## config.mk

```make
export PLATFORM = sky130hd
export DESIGN_NAME = param_fifo
export DESIGN_NICKNAME = d
export VERILOG_FILES = /design/src/rtl/param_fifo.sv
export SDC_FILE = /design/constraint.sdc
export NUM_CORES = 1
export LEC_CHECK = 0
export BUFFER_PORTS_ARGS = -buffer_cell sky130_fd_sc_hd__buf_2
export CAP_MARGIN = 30
export CORE_ASPECT_RATIO = 2
export CORE_MARGIN = 2
export CORE_UTILIZATION = 60
export CTS_BUF_LIST = sky130_fd_sc_hd__clkbuf_8
export DETAILED_ROUTE_END_ITERATION = 10
export GPL_TIMING_DRIVEN = 0
export PLACE_DENSITY = 0.83
export SLEW_MARGIN = 15
export SYNTH_ARGS = -nofsm -noshare
export SYNTH_HDL_FRONTEND = slang
export SYNTH_SLANG_ARGS = --single-unit
```

## constraint.sdc

```tcl
create_clock -name clk -period 3.01 [get_ports clk]
set_input_delay 0.4515 -clock clk [delete_from_list [all_inputs] [get_ports clk]]
set_output_delay 0.4515 -clock clk [all_outputs]
set_load 0.02 [all_outputs]
```

## src/rtl/param_fifo.sv

```systemverilog
// Single-clock parameterised FIFO with registered occupancy flags,
// selectable standard or first-word-fall-through read, and overflow/underflow pulses.
module param_fifo #(
    parameter int unsigned WIDTH    = 8,
    parameter int unsigned DEPTH    = 16,
    parameter int unsigned AF_LEVEL = DEPTH - 2,
    parameter int unsigned AE_LEVEL = 2,
    parameter int unsigned FWFT     = 0
) (
    input  logic                     clk,
    input  logic                     rst,
    input  logic                     wr_en,
    input  logic [WIDTH-1:0]         din,
    input  logic                     rd_en,
    output logic [WIDTH-1:0]         dout,
    output logic                     full,
    output logic                     empty,
    output logic                     almost_full,
    output logic                     almost_empty,
    output logic [$clog2(DEPTH):0]   count,
    output logic                     overflow,
    output logic                     underflow
);

    localparam int unsigned PTR_W = $clog2(DEPTH);
    localparam int unsigned CNT_W = PTR_W + 1;

    logic [WIDTH-1:0] mem [DEPTH];
    logic [PTR_W-1:0] wr_ptr;
    logic [PTR_W-1:0] rd_ptr;
    logic [PTR_W-1:0] rd_ptr_nxt;
    logic [CNT_W-1:0] count_nxt;
    logic [WIDTH-1:0] head_nxt;
    logic             wr_ok;
    logic             rd_ok;

    // Accept decisions, next occupancy and the word that will sit at the head after this edge.
    always_comb begin
        wr_ok      = wr_en && !full;
        rd_ok      = rd_en && !empty;
        rd_ptr_nxt = rd_ok ? rd_ptr + PTR_W'(1) : rd_ptr;
        count_nxt  = count;
        if (wr_ok && !rd_ok) begin
            count_nxt = count + CNT_W'(1);
        end else if (rd_ok && !wr_ok) begin
            count_nxt = count - CNT_W'(1);
        end
        // The head slot is being written this edge only when the FIFO drains to that same slot.
        head_nxt = (wr_ok && (wr_ptr == rd_ptr_nxt)) ? din : mem[rd_ptr_nxt];
    end

    // Storage is not cleared by reset; reset only blocks the write.
    always_ff @(posedge clk) begin
        if (!rst && wr_ok) begin
            mem[wr_ptr] <= din;
        end
    end

    // Pointers, occupancy, flags and read data; flags are derived from the next count so they never lag.
    always_ff @(posedge clk) begin
        if (rst) begin
            wr_ptr       <= '0;
            rd_ptr       <= '0;
            count        <= '0;
            full         <= 1'b0;
            empty        <= 1'b1;
            almost_full  <= 1'b0;
            almost_empty <= 1'b1;
            overflow     <= 1'b0;
            underflow    <= 1'b0;
            dout         <= '0;
        end else begin
            if (wr_ok) begin
                wr_ptr <= wr_ptr + PTR_W'(1);
            end
            rd_ptr       <= rd_ptr_nxt;
            count        <= count_nxt;
            full         <= (count_nxt == CNT_W'(DEPTH));
            empty        <= (count_nxt == '0);
            almost_full  <= (count_nxt >= CNT_W'(AF_LEVEL));
            almost_empty <= (count_nxt <= CNT_W'(AE_LEVEL));
            overflow     <= wr_en && full;
            underflow    <= rd_en && empty;
            if (FWFT != 0) begin
                dout <= head_nxt;
            end else if (rd_ok) begin
                dout <= mem[rd_ptr];
            end
        end
    end

endmodule

```

==> results.sh <==
export IMPL_setup_violations=0
export IMPL_cts_resized=0
export IMPL_numCtsBuffers=17
export IMPL_fillers=638
export IMPL_clk_pin_slew_ps=80
export IMPL_cts_tree="yes"
export IMPL_routed_wl_um=11870
export IMPL_wl_met3_um=544
export IMPL_synth_compound_area_share_pct=4.968
export IMPL_routed_wl_met2_um=6282
export IMPL_irDropWorstVdd_mv=0.4580
export IMPL_endpoint="dout[2]"
export IMPL_slowest_delay_ps=600
export IMPL_crit_type="register to register"
export IMPL_r2r_setup_slack_ps=810
export IMPL_drt_iter0_markers=285
export IMPL_insertion_delay_ps=440
export IMPL_synthAdderAreaFrac_pct=1.419
export IMPL_grt_use_total_pct=23.30
export IMPL_holdPathStages=3
export IMPL_yosysWarnings=0
export IMPL_antenna_cells=0
export IMPL_die_y_um=147.4
export IMPL_worstMarginPinSlew_ps=811.9
export IMPL_dp_cells=517
export IMPL_r2r_start="rd_ptr[0]"
export IMPL_via_per_inst=5.984
export IMPL_syn_to_final_growth_pct=11.56
export IMPL_synth_top_family_by_area="multiplexers"
export IMPL_crit_start="rd_ptr[0]"
export IMPL_synthesis_nets=371
export IMPL_crit_path_top_delay_cell="mux4_1"
export IMPL_grt_max_degree=17
export IMPL_drive_gt1_share_pct=21.50
export IMPL_synthesis_area_sq_mm=0.006171
export IMPL_endpoint_kind="register"
export IMPL_postSynthCellCount=352
export IMPL_clock_fmax_mhz=455.1
export IMPL_cts_hold_buffers=0
export IMPL_synthFlopType="edfxtp_1"
export IMPL_worst_slew_margin_rel_pct=45.67
export IMPL_synth_xor_area_share_pct=1.277
export IMPL_drc=0
export IMPL_cts_root_buf="clkbuf_8"
export IMPL_synth_edf_count=128
export IMPL_gp_congestion=0.8826
export IMPL_skew_ps=12.24
export IMPL_async_flop_share_pct=0
export IMPL_final_cell_mix="edfxtp_1, nor2_1, buf_2"
export IMPL_hold_ws_ps=244.9
export IMPL_die_area_sq_mm=0.01116
export IMPL_leakage_uw=0.002368
export IMPL_final_antenna_net_count=0
export IMPL_cts_setup_buffers=0
export IMPL_p_per_area_mw_per_mm2=676.9
export IMPL_detail_route_wl_per_cell_um=21.62
export IMPL_design_area_sq_mm=0.006884
export IMPL_wl_met1_um=4290
export IMPL_synthSimpleGateAreaFrac_pct=5.535
export IMPL_top_layer_used="met4"
export IMPL_min_path_type="input port to register"
export IMPL_overflow=0
export IMPL_die_x_um=75.71
export IMPL_grt_pass1_wl_um=17970
export IMPL_period_needed_ps=2197
export IMPL_io_buffers=30
export IMPL_clkSinkCount=155
export IMPL_hold_viol_final=0
export IMPL_ys_seq_area_share_pct=71.05
export IMPL_avgSynthCellArea_sq_um=17.53
export IMPL_final_common_cell="edfxtp_1"
export IMPL_ys_types=41
export IMPL_required_ps=3330
export IMPL_setup_tns_final_ps=0
export IMPL_finalMaxSlewViolations=0
export IMPL_ioPinCount=31
export IMPL_synth_seq_cells=155
export IMPL_clock_path_buffers=2
export IMPL_r2r_end="dout[2]"
export IMPL_antenna_found_initial=0
export IMPL_path_cells="buf_6 -> buf_6 -> mux4_1 -> a22oi_1 -> a21oi_1 -> a21oi_1 -> nor2_1"
export IMPL_hpwl_um=8318
export IMPL_r2r_cells=7
export IMPL_fin_crit_sh_pct=73.00
export IMPL_post_dp_cell_area_sq_mm=0.006490
export IMPL_grt_pass1_vias=3377
export IMPL_worstPathMaxFanout=10
export IMPL_critPathArrivalTime_ps=2520
export IMPL_synthMuxAreaShare_pct=12.94
export IMPL_drv_cap=0
export IMPL_start_util_pct=61.19
export IMPL_cp_start_kind="register"
export IMPL_coreArea_sq_mm=0.01008
export IMPL_final_cells=549
export IMPL_htree_levels=4
export IMPL_layout_nets=420
export IMPL_fp_row_count=52
export IMPL_dr_total_vias=3285
export IMPL_first_pass_iters=4
export IMPL_outcome="complete, no violations"
export IMPL_rsz0062_at_grt="no"
flip-flops by register name, indices dropped and copies added, names as in the netlist:
signal,flops
almost_empty,1
almost_full,1
count,5
dout,8
empty,1
full,1
mem,128
overflow,1
rd_ptr,4
underflow,1
wr_ptr,4
report_power, final:
group | leakage (uW) | total (uW) | internal, uW | switching, uW
Combinational | 0.000791 | 698 | 305 | 393
Sequential | 0.00137 | 2440 | 2390 | 52.1
Clock | 0.000203 | 1520 | 804 | 719
worst min-delay path by stage:
stage	from	to
after floorplan	wr_ptr[1]	wr_ptr[1]
after CTS	rd_en	underflow
after global placement	full	overflow
after global routing	wr_en	overflow
final	rd_en	underflow
after detailed placement	full	overflow
synth_stat cells (2+ instances only):
| cell type | instances | area [sq um] |
|---|---|---|
| a21oi_1 | 19 | 95.09 |
| xor2_1 | 5 | 43.79 |
| dfxtp_1 | 27 | 540.5 |
| nor2_1 | 42 | 157.7 |
| nand2_1 | 14 | 52.55 |
| nand4_1 | 2 | 12.51 |
| inv_1 | 7 | 26.28 |
| nand2b_1 | 2 | 12.51 |
| xnor2_1 | 4 | 35.03 |
| nor3_1 | 3 | 15.01 |
| clkdlybuf4s25_2 | 2 | 20.02 |
| ha_1 | 7 | 87.58 |
| or3_1 | 2 | 12.51 |
| nor2b_1 | 4 | 25.02 |
| buf_2 | 6 | 30.03 |
| a22oi_1 | 17 | 127.6 |
| edfxtp_1 | 128 | 3844 |
| buf_6 | 3 | 33.78 |
| buf_4 | 3 | 22.52 |
| a41o_1 | 2 | 20.02 |
| nand3_1 | 3 | 15.01 |
| mux4_2 | 14 | 315.3 |
| mux4_1 | 18 | 473.0 |
critical path, delay by kind of cell, from the launching register on:
kind | cells | cell delay, ps
compound gates | 3 | 720
mux | 1 | 600
flops | 1 | 360
buf+inv | 2 | 350
simple gates | 1 | 50
cell families after synthesis:
kind of cell / after synthesis
mux: 33
flops: 155
buf+inv: 25
xor+xnor: 9
simple gates: 77
compound gates: 46
fa+ha+maj: 7
cell type report:
cell class                 count  area (sq um)  area share (%)
buffer                        18         147.6           2.145
clock buffer                  17         234.0           3.399
clock inverter                15         160.2           2.326
inverter                       7         26.28          0.3817
multi-input combinational    172          1613           23.43
sequential                   155          4384           63.69
tap                          135         168.9           2.454
timing repair buffer          30         150.1           2.181
routing by layer:
metal / global-route usage (%) / vias up
li1: - / 1486
met1: 25.73 / 1641
met2: 38.57 / 123
met3: 5.930 / 35
met4: 14.65 / 0
met5: 0 / -
per-stage QoR:
| stage | worst slack (ps) | power [uW] | utilization, % |
|---|---|---|---|
| 2_1_floorplan | 1170 | 2975 | - |
| 3_3_place_gp | 796.9 | 3151 | 64.35 |
| 3_5_place_dp | 689.9 | 3180 | 64.35 |
| 4_1_cts | 862.9 | 4676 | 68.26 |
| 5_1_grt | 714.2 | 4833 | 68.26 |
| 6_report | 812.8 | 4660 | 68.26 |
(Power assumes the default switching activity.)
